### config.mk
export PLATFORM = sky130hd
export DESIGN_NAME = source_gen2
export DESIGN_NICKNAME = d
export VERILOG_FILES = /design/src/rtl/source_gen2.sv
export SDC_FILE = /design/constraint.sdc
export NUM_CORES = 1
export LEC_CHECK = 0
export ABC_AREA = 1
export CORE_ASPECT_RATIO = 0.75
export CORE_UTILIZATION = 35
export DETAILED_ROUTE_END_ITERATION = 10
export SETUP_SLACK_MARGIN = 0.4
export SYNTH_ARGS = -nofsm -noshare
export SYNTH_HDL_FRONTEND = slang
export SYNTH_SLANG_ARGS = --single-unit
### constraint.sdc
create_clock -name aclk -period 4 [get_ports aclk]
set_clock_uncertainty 0.2 [all_clocks]
set_input_delay 0.8 -clock aclk [delete_from_list [all_inputs] [get_ports aclk]]
set_output_delay 0.8 -clock aclk [all_outputs]
set_load 0.05 [all_outputs]
### src/rtl/source_gen2.sv
// source_gen2: parametrised test-data source for the OFDM TX chain.
// Emits DATA_W-bit beats over a valid/ready stream. The beat can be PRBS,
// zero, a running counter or a constant. Frames are delimited with last,
// and completed frames are counted. The LFSRs and the beat counter advance
// on every loaded beat whatever the mode, so the sequences stay beat-aligned.
module source_gen2 #(
  parameter int unsigned DATA_W    = 8,
  parameter int unsigned FRAME_LEN = 8,
  parameter logic [15:0] SEED16    = 16'hACE1,
  parameter logic [31:0] SEED32    = 32'hDEADBEEF,
  parameter logic [7:0]  CONST_VAL = 8'hAA
) (
  input  logic              aclk,
  input  logic              reset,
  input  logic              enable,
  input  logic [1:0]        mode,
  input  logic              ready,
  output logic [DATA_W-1:0] data,
  output logic              valid,
  output logic              last,
  output logic [15:0]       frame_cnt
);

  localparam int unsigned IDX_W    = 16;
  localparam int unsigned FCNT_W   = 16;
  localparam logic [IDX_W-1:0] LAST_IDX = IDX_W'(FRAME_LEN - 1);
  localparam logic [DATA_W-1:0] CONST_W = DATA_W'(CONST_VAL);

  localparam logic [1:0] MODE_PRBS  = 2'b00;
  localparam logic [1:0] MODE_ZERO  = 2'b01;
  localparam logic [1:0] MODE_COUNT = 2'b10;
  localparam logic [1:0] MODE_CONST = 2'b11;

  logic [DATA_W-1:0] data_q, data_d;
  logic              valid_q, valid_d;
  logic              last_q, last_d;
  logic [FCNT_W-1:0] frame_cnt_q, frame_cnt_d;
  logic [IDX_W-1:0]  beat_idx_q, beat_idx_d;
  logic [DATA_W-1:0] cnt_q, cnt_d;
  logic [15:0]       lfsr16_q, lfsr16_d;
  logic [31:0]       lfsr32_q, lfsr32_d;

  logic              xfer;
  logic              load;
  logic              at_last;
  logic [DATA_W-1:0] word;

  // Handshake qualifiers and the word selected by the current mode
  always_comb begin
    xfer    = valid_q & ready;
    load    = enable & (~valid_q | ready);
    at_last = (beat_idx_q == LAST_IDX);
    word    = '0;
    unique case (mode)
      MODE_PRBS:  word = lfsr16_q[DATA_W-1:0] ^ lfsr32_q[DATA_W+7:8];
      MODE_ZERO:  word = '0;
      MODE_COUNT: word = cnt_q;
      MODE_CONST: word = CONST_W;
      default:    word = '0;
    endcase
  end

  // Next-state: load a new beat, retire an accepted one, or hold under stall
  always_comb begin
    data_d      = data_q;
    valid_d     = valid_q;
    last_d      = last_q;
    frame_cnt_d = frame_cnt_q;
    beat_idx_d  = beat_idx_q;
    cnt_d       = cnt_q;
    lfsr16_d    = lfsr16_q;
    lfsr32_d    = lfsr32_q;

    if (xfer && last_q) begin
      frame_cnt_d = frame_cnt_q + FCNT_W'(1);
    end

    if (load) begin
      valid_d    = 1'b1;
      data_d     = word;
      last_d     = at_last;
      beat_idx_d = at_last ? '0 : beat_idx_q + IDX_W'(1);
      cnt_d      = cnt_q + DATA_W'(1);
      lfsr16_d   = {lfsr16_q[14:0],
                    lfsr16_q[15] ^ lfsr16_q[13] ^ lfsr16_q[12] ^ lfsr16_q[10]};
      lfsr32_d   = {lfsr32_q[30:0],
                    lfsr32_q[31] ^ lfsr32_q[21] ^ lfsr32_q[1] ^ lfsr32_q[0]};
    end else if (xfer) begin
      valid_d = 1'b0;
      last_d  = 1'b0;
    end
  end

  // State registers with asynchronous active-high reset
  always_ff @(posedge aclk or posedge reset) begin
    if (reset) begin
      data_q      <= '0;
      valid_q     <= 1'b0;
      last_q      <= 1'b0;
      frame_cnt_q <= '0;
      beat_idx_q  <= '0;
      cnt_q       <= '0;
      lfsr16_q    <= SEED16;
      lfsr32_q    <= SEED32;
    end else begin
      data_q      <= data_d;
      valid_q     <= valid_d;
      last_q      <= last_d;
      frame_cnt_q <= frame_cnt_d;
      beat_idx_q  <= beat_idx_d;
      cnt_q       <= cnt_d;
      lfsr16_q    <= lfsr16_d;
      lfsr32_q    <= lfsr32_d;
    end
  end

  assign data      = data_q;
  assign valid     = valid_q;
  assign last      = last_q;
  assign frame_cnt = frame_cnt_q;

endmodule

; Yosys cells after proc, flatten, opt, wreduce, memory -nomap -nowiden
; Index checks and enable logic that the tools add are counted.
[classes]
n_div = 0
eq_ne = 4
order_cmp = 0
shift = 0
bitwise = 11
addsub = 3
n_mux = 5
reduce_logical = 3
mul = 0
[ops]
columns = operator, n
row1 = "adder 16 x 1 -> 16 bit, second input constant", 2
row2 = case mux 8 bit (4 select lines), 1
row3 = "equality test 16 x 3 -> 1 bit, second input constant", 1
row4 = two-way mux 16 bit, 1
row5 = "adder 8 x 1 -> 8 bit, second input constant", 1
row6 = XOR 8 bit, 1
row7 = XOR 1 bit, 6
row8 = "equality test 2 bit, second input constant", 2
row9 = two-way mux 1 bit, 3
row10 = AND 1 bit, 2
row11 = "equality test 2 x 1 -> 1 bit, second input constant", 1
row12 = zero test 2 bit, 1
row13 = nonzero test 2 bit, 1
row14 = logical AND 1 bit, 1
row15 = inverter 1 bit, 1
row16 = bitwise OR 1 bit, 1
[word_totals]
latch_bits = 0
word_cells = 34
ff_bits = 98
ram_bits = 0
n_memories = 0
rom_bits = 0

; Longest topological paths before layout
; Gate-level depths: netlist of the first run.
[depth]
depth_word = 4
ltp_mapped = 9
mapped_depth_nobuf = 8

; Worst setup path before layout of the first run
; No wires, ideal clock.
[synth_path]
path_kind = register to register
from = register frame_cnt_q[1] (netlist: frame_cnt[1])
to = register frame_cnt_q[10] (netlist: frame_cnt[10])
stages_incl_launch_ff = 7
t_arrival_ps = 1478
n_path_buf = 0
path_slack_ps = 2198
required_time_ps = 3677
path_cell_list = dfrtp_1 > ha_1 > nand3_1 > nor2_4 > nand2_2 > o21ai_0 > nand2_1
[synth_between]
elab_chain_cells = 1
[synth_rtl]
columns = item, line_no
row1 = "start, declared", 37  ; logic [FCNT_W-1:0] frame_cnt_q, frame_cnt_d;
row2 = "start signal, assigned", 109  ; frame_cnt_q <= frame_cnt_d;
row3 = adder 16 x 1 -> 16 bit, 75  ; frame_cnt_d = frame_cnt_q + FCNT_W'(1);
; Every way passes these cells.
; A chain may end at the register's enable or synchronous reset.

; Worst setup path in the final report of the first run
[layout_path]
from = register valid_q (netlist: valid)
to = output port valid
[layout_rtl]
columns = item, line_no
row1 = "start, declared", 35  ; logic valid_q, valid_d;
row2 = "start signal, assigned", 107  ; valid_q <= valid_d;
row3 = "end, declared", 19  ; output logic valid,
; No word-level cell between the ends.

==> results_dict.tcl, run 1 <==
set metrics [dict create \
    peakVddDrop_uv 257 \
    grt_pass1_wl_um 15500 \
    port_buffers 31 \
    cp.arrival_ns 1.66 \
    dieArea_um2 13500 \
    root_buffer "clkbuf_16" \
    yosys_most_used_dff "dfrtp_1" \
    clk_latency_ns 0.34 \
    synth_cell_type_count 25 \
    syn_area_per_cell_um2 8.34 \
    drc_errors 0 \
    finalCritPeriodShare 0.665 \
    synth_top_cell_by_area "dfrtp_1" \
    crit_family "buffers and inverters" \
    synth_edf_count 0 \
    max_cap_violations 0 \
    nets 587 \
    worst_slew_pin_slew_ns 0.520 \
    cp.required_ns 3.00 \
    slew_headroom 0.652 \
    end_kind "output pin" \
    hold_path.class "register to register" \
    critPathKind "register to output pin" \
    die_h_um 101 \
    avgRoutedWirePerCell_um 11.7 \
    setup_viol 0 \
    antenna_found_initial 0 \
    path_max_fanout 6 \
    ys_seq_area_frac 0.547 \
    grt_max_degree 89 \
    syn_inst 546 \
    grt_pass1_vias 3335 \
    cts_buffers 9 \
    finalCriticalPeriod_ns 2.66 \
    cp_slowest_cell "clkdlybuf4s50_1" \
    post-cts-setup-buffer-count 0 \
    tns_ns 0 \
    drive_gt1_frac 0.105 \
    gp_congestion 0.867 \
    grt_overflow 0 \
    htreeDepth 3 \
    start_util 0.365 \
    area_growth_pct 17.9 \
    yosysMostFrequentCell "nand2_1" \
    place_ws_ns 1.25 \
    num_antenna_cells 0 \
    drtIter0Drc 255 \
    rows 35 \
    p_per_area_nw_per_um2 541 \
    final_max_slew_viol_count 0 \
    ios 32 \
    critPathMaxStageDelay_ns 0.85 \
    cts.sinks 98 \
    postRouteAntennaNets 0 \
    clock_path_buffers 2 \
    hold_buffers 0 \
    rsz0062_at_grt "false" \
    cts_tree "done" \
    synth_top_area_share 0.363 \
    yosys-top-cells-area "dfrtp_1, dfstp_2, nand2_1" \
    drt_pass1_iterations 5 \
    synth_seq_cells 98 \
    critPathLaunchType "register" \
    hold_viol 0 \
    drt-total-wl_um 8790 \
    status "finished clean" \
    cts_resized 0 \
    grtUsageTotal 0.144 \
    core-area_um2 12500 \
    async_flop_share 1.00 \
    p_leak_nw 2.45 \
    ys_warn_count 0 \
    clk_pin_slew_ns 0.06 \
    setup_slack_ns 1.34 \
    synth_area_um2 4550 \
    die_w_um 134 \
    yosys-top-cells-count "nand2_1, inv_1, dfrtp_1" \
    via_per_inst 4.65 \
    crit_chain "clkdlybuf4s50_1" \
    synth_nets 555 \
    crit_buf_inv 1 \
    fmax_ghz 0.376 \
    via_count 3483 \
    hpwlAfterDp_um 6090 \
]
## final timing paths
check / start / endpoint / slack (ns) / cells past startpoint
min in group asynchronous: reset / frame_cnt[0] / 0.51 / 2
setup reg to reg: valid / data[4] / 2.13 / 5
hold / removal: lfsr32_q[0] / lfsr32_q[0] / 0.26 / 2
hold reg to reg: lfsr32_q[0] / lfsr32_q[0] / 0.26 / 2
max in group asynchronous: reset / lfsr32_q[18] / 2.38 / 3
setup / recovery: valid / valid / 1.34 / 1
## worst register-to-register path, stage by stage (launching register included)
cell,delay [ns]
dfrtp_1,0.48
nand2_1,0.13
nand2_2,0.31
buf_4,0.46
a21oi_1,0.09
a21oi_1,0.15
## metal layers
layer  track usage  share of wire
met1         0.199           0.53
met2         0.217           0.42
met3        0.0412          0.040
met4        0.0437          0.011
met5             0              0
## cell type report
class | instances | area [µm²]
clock buffers | 12 | 256
clock inverters | 4 | 51.3
well taps | 166 | 208
repair buffers | 36 | 360
inverters | 72 | 273
multi-input cells | 361 | 1730
flip-flops and latches | 98 | 2490
fillers | 1258 | 7110
## stage by stage
stage	total power [mW]	cells	cell area (µm²)	hold slack [ns]	util
floorplan	1.86	546	4550	0.242	-
global placement	2.03	733	5060	0.248	0.405
detailed placement	2.05	733	5060	0.256	0.405
CTS	2.94	749	5370	0.266	0.430
global route	3.09	749	5370	0.278	0.430
finish	2.91	749	5370	0.263	0.430
## power breakdown
group | leakage, nW | internal (mW) | switching (mW)
Clock | 0.149 | 0.519 | 0.355
Sequential | 1.15 | 1.27 | 0.177
Combinational | 1.16 | 0.215 | 0.366
Total | 2.45 | 2.01 | 0.898
## sequential cells by signal, summed over array words and instances (netlist names)
signal      flops
lfsr16_q       16
cnt_q           8
frame_cnt      16
beat_idx_q     16
lfsr32_q       32
last            1
data            8
valid           1
## placed cells by master (no fill, tap or decap), drive strengths merged, types with 2 or more instances in the layout
cell type      instances
nand3                 33
clkinv                 2
o21ai                 59
xnor2                  8
a31oi                  4
nand4                  9
inv                   72
nand2                152
clkdlybuf4s50         31
nor3                   3
xor2                  18
clkbuf                12
a21oi                  8
ha                     3
nor2                  60
buf                    5
dfrtp                 66
dfstp                 32
## cell families (layout without fill, tap and decap cells)
logic type	Yosys count	count (layout)	synth area share
compound gates	73	73	0.0833
xor+xnor	26	26	0.0500
flops	98	98	0.547
simple gates	259	259	0.235
fa+ha+maj	3	3	0.00824
buf+inv	87	124	0.0758
Power figures use the tool's default switching activity.
==> inputs of run 2 (changes only) <==
==> constraint.sdc (replaced) <==
create_clock -name aclk -period 2.5 [get_ports aclk]
set_clock_uncertainty 0.2 [all_clocks]
set_input_delay 0.5 -clock aclk [delete_from_list [all_inputs] [get_ports aclk]]
set_output_delay 0.5 -clock aclk [all_outputs]
set_load 0.05 [all_outputs]
==> results_dict.tcl, run 2 (synthesis results as in run 1) <==
set metrics [dict create \
    status "finished clean" \
    placed_cell_area_um2 5190 \
    path_max_fanout 4 \
    cp_slowest_cell "dlygate4sd2_1" \
    grt_max_degree 43 \
    rows 35 \
    crit_buf_inv 1 \
    critPathLaunchType "register" \
    cp.required_ns 1.80 \
    finalCriticalPeriod_ns 2.02 \
    via_per_inst 4.66 \
    port_buffers 31 \
    hpwlAfterDp_um 6510 \
    p_leak_nw 2.58 \
    drt-total-wl_um 9090 \
    grt_pass1_vias 3453 \
    multiInputGateArea_um2 1730 \
    final_common_cell "nand2_1" \
    cp.arrival_ns 1.32 \
    htreeDepth 3 \
    area_growth_pct 19.8 \
    clk_pin_slew_ns 0.06 \
    critPathKind "register to output pin" \
    ios 32 \
    busiest_layer "met2" \
    num_antenna_cells 0 \
    via_count 3536 \
    worst_slew_pin_slew_ns 0.644 \
    power_mw 4.66 \
    start_util 0.365 \
    die_w_um 134 \
    slew_headroom 0.570 \
    max_cap_violations 0 \
    final_cell_area_um2 5450 \
    core-area_um2 12500 \
    die_h_um 101 \
    root_buffer "clkbuf_16" \
    tns_ns 0 \
    drive_gt1_frac 0.117 \
    setup_viol 0 \
    dieArea_um2 13500 \
    hold_viol 0 \
    antenna_found_initial 0 \
    gp_congestion 0.848 \
    grt_overflow 0 \
    drt_pass1_iterations 5 \
    fmax_ghz 0.495 \
    grt_pass1_wl_um 15800 \
    dpl.cell_count 742 \
    clock_path_buffers 2 \
    largest_register "lfsr32_q" \
    peakVddDrop_uv 720 \
    avgRoutedWirePerCell_um 12.0 \
    drtIter0Drc 215 \
    met1_usage 0.198 \
    fill_cells 1209 \
    drc_errors 0 \
    grtUsageMet2 0.235 \
    final_cells 758 \
    largest_reg_flops 32 \
    mostFrequentLayoutCells "nand2_1, inv_1, dfrtp_1" \
    critPathMaxStageDelay_ns 0.55 \
    crit_chain "dlygate4sd2_1" \
    rsz0062_at_grt "false" \
    cts_buffers 9 \
    cts_tree "done" \
    crit_family "buffers and inverters" \
    finalCritPeriodShare 0.808 \
    p_per_area_nw_per_um2 855 \
    cts.sinks 98 \
    nets 596 \
    postRouteAntennaNets 0 \
    clk_latency_ns 0.34 \
    seq_area_um2 2490 \
    hold_path.class "register to register" \
    met3_usage 0.0402 \
    end_kind "output pin" \
    grtUsageTotal 0.148 \
    final_max_slew_viol_count 0 \
]
==> run 2: worst min-delay path: cells and delay by family, from the launching register on <==
| family | cells | cell delay [ns] |
|---|---|---|
| DFF | 1 | 0.37 |
| and+or+nand+nor | 2 | 0.10 |
==> run 2: report_power, final <==
part | switching (mW) | internal, mW | leakage (nW)
Clock | 0.574 | 0.831 | 0.147
Sequential | 0.277 | 2.04 | 1.15
Combinational | 0.603 | 0.341 | 1.29
Total | 1.45 | 3.21 | 2.58
==> run 2: worst paths after layout <==
check | startpoint | to | slack, ns | cells after the start
min in group asynchronous | reset | lfsr32_q[17] | 0.40 | 2
hold / removal | lfsr32_q[0] | lfsr32_q[0] | 0.28 | 2
hold reg to reg | lfsr32_q[0] | lfsr32_q[0] | 0.28 | 2
setup reg to reg | valid | data[3] | 0.83 | 5
max in group asynchronous | reset | lfsr32_q[11] | 1.10 | 3
setup / recovery | frame_cnt[3] | frame_cnt[3] | 0.48 | 1
==> run 2: metrics by stage <==
stage | util | setup WS (ns) | hold WS [ns]
2_1_floorplan | - | 0.664 | 0.242
3_3_place_gp | 0.416 | 0.290 | 0.253
3_5_place_dp | 0.416 | 0.274 | 0.281
4_1_cts | 0.437 | 0.403 | 0.290
5_1_grt | 0.437 | 0.425 | 0.299
6_report | 0.437 | 0.479 | 0.282
==> run 2: repair_timing <==
| item | 4_1_cts | 5_1_grt |
|---|---|---|
| hold endpoints to repair | 0 | 0 |
| resized for setup | 26 | 2 |
| endpoints found under the setup margin | 26 | 1 |
| buffers inserted | 0 | 0 |
| hold buffers | 0 | 0 |
==> run 2: routing by layer <==
layer  wire length, µm  up-vias
li1                  -     1784
met1              4570     1658
met2              3980       78
met3               420       16
met4               113        0
met5                 0        -
==> run 2: area by class of cell <==
class | instances | area share
Clock inverter | 2 | 0.00642
Tap cell | 166 | 0.0381
Multi-Input combinational cell | 361 | 0.316
Clock buffer | 14 | 0.0484
Sequential cell | 98 | 0.457
Inverter | 72 | 0.0503
Timing Repair Buffer | 45 | 0.0833
==> inputs of run 3 (changes only) <==
==> constraint.sdc (replaced) <==
create_clock -name aclk -period 1.8 [get_ports aclk]
set_clock_uncertainty 0.2 [all_clocks]
set_input_delay 0.36 -clock aclk [delete_from_list [all_inputs] [get_ports aclk]]
set_output_delay 0.36 -clock aclk [all_outputs]
set_load 0.05 [all_outputs]
==> results_dict.tcl, run 3 (synthesis results as in run 1) <==
set metrics [dict create \
    drc_errors 0 \
    drt-total-wl_um 11300 \
    drtIter0Drc 268 \
    worst_slew_pin_slew_ns 0.347 \
    cts_buffers 9 \
    cp.required_ns 1.83 \
    start_util 0.365 \
    core-area_um2 12500 \
    drt_pass1_iterations 4 \
    clk_pin_slew_ns 0.07 \
    final_common_cell "nand2_1" \
    crit_chain "a21oi_4, buf_12, nand3b_1, o21ai_1, nand2_1" \
    grt_overflow 0 \
    setup_viol 0 \
    cp.arrival_ns 1.60 \
    area_growth_pct 46.2 \
    max_cap_violations 0 \
    die_h_um 101 \
    multiInputGateArea_um2 2000 \
    hold_viol 0 \
    postRouteAntennaNets 0 \
    tns_ns 0 \
    dieArea_um2 13500 \
    crit_family "flip-flops" \
    final_max_slew_viol_count 0 \
    rsz0062_at_grt "true" \
    fmax_ghz 0.641 \
    clock_path_buffers 2 \
    slew_headroom 0.768 \
    path_max_fanout 6 \
    avgRoutedWirePerCell_um 13.7 \
    seq_area_um2 2520 \
    cp_slowest_cell "dfrtp_2" \
    rows 35 \
    gp_congestion 0.823 \
    mostFrequentLayoutCells "nand2_1, inv_1, buf_4" \
    critPathKind "register to register" \
    largest_reg_flops 32 \
    drive_gt1_frac 0.344 \
    peakVddDrop_uv 567 \
    hpwlAfterDp_um 7130 \
    port_buffers 31 \
    die_w_um 134 \
    largest_register "lfsr32_q" \
    crit_buf_inv 1 \
    p_per_area_nw_per_um2 1050 \
    cts.sinks 98 \
    via_count 3859 \
    power_mw 6.99 \
    fill_cells 1092 \
    clk_latency_ns 0.35 \
    critPathLaunchType "register" \
    finalCritPeriodShare 0.867 \
    root_buffer "clkbuf_16" \
    critPathMaxStageDelay_ns 0.46 \
    ios 32 \
    finalCriticalPeriod_ns 1.56 \
    cts_tree "done" \
    grt_pass1_wl_um 18300 \
    p_leak_nw 3.07 \
    num_antenna_cells 0 \
    htreeDepth 3 \
    grt_max_degree 27 \
    via_per_inst 4.71 \
    hold_path.class "input pin to async pin" \
    hold_buffers 0 \
    nets 658 \
    grt_pass1_vias 3789 \
    end_kind "register" \
    status "finished clean" \
    antenna_found_initial 0 \
    grtUsageTotal 0.173 \
]
-- run 3: cell count changes in the layout (fill, tap and decap cells not counted), sizes merged --
cell,previous run,this run
clkinv,1,4
bufbuf,0,3
clkbuf,15,11
dlymetal6s2s,0,1
clkinvlp,1,4
dlygate4sd2,25,1
nand2,152,153
clkdlybuf4s50,5,2
bufinv,1,0
buf,14,97
-- run 3: area by class of cell --
cell class                      count  area share
Inverter                           72      0.0412
Clock buffer                        9      0.0338
Tap cell                          166      0.0312
Clock inverter                      7     0.00695
Multi-Input combinational cell    362       0.300
Timing Repair Buffer              106       0.208
Sequential cell                    98       0.379
-- run 3: metrics by stage --
stage	setup slack [ns]	utilization	hold WS, ns	cell area, µm²	std cells
6_report	0.239	0.533	0.142	6660	820
5_1_grt	0.179	0.533	0.147	6660	820
4_1_cts	0.230	0.516	0.141	6450	806
3_5_place_dp	-0.237	0.455	0.260	5680	758
3_3_place_gp	-0.191	0.455	0.251	5680	758
2_1_floorplan	0.00559	-	0.242	4770	546
-- run 3: report_power, final --
group	switching, mW	total, mW	internal (mW)
logic	1.02	1.90	0.887
clock network	0.853	1.78	0.932
registers	0.456	3.30	2.84
-- run 3: final timing paths --
kind	slack, ns	endpoint	start	cells past startpoint
max	0.24	cnt_q[5]	valid	5
min	0.14	lfsr16_q[4]	reset	2
max reg2reg	0.24	cnt_q[5]	valid	5
min reg2reg	0.27	lfsr32_q[26]	lfsr32_q[25]	2
max in group asynchronous	0.71	lfsr32_q[16]	reset	3
min in group aclk	0.27	lfsr32_q[26]	lfsr32_q[25]	2
-- run 3: what timing repair did --
action	CTS	global route
gates cloned	5	1
endpoints found under the setup margin	122	122
setup buffers	27	13
gates resized for setup	50	34
pin swaps	9	8
-- run 3: layer usage --
layer  share of wire  vias to the layer above  track usage
li1                -                     1921            -
met1            0.48                     1866        0.240
met2            0.46                       59        0.268
met3           0.036                       13       0.0312
met4           0.016                        0       0.0673
met5               0                        -            0
-- run 3: worst reg2reg max path, cell delays in order, from the launching register on --
cell and delay (ns):
dfrtp_2 0.46, a21oi_4 0.25, buf_12 0.17, nand3b_1 0.14, o21ai_1 0.17, nand2_1 0.06
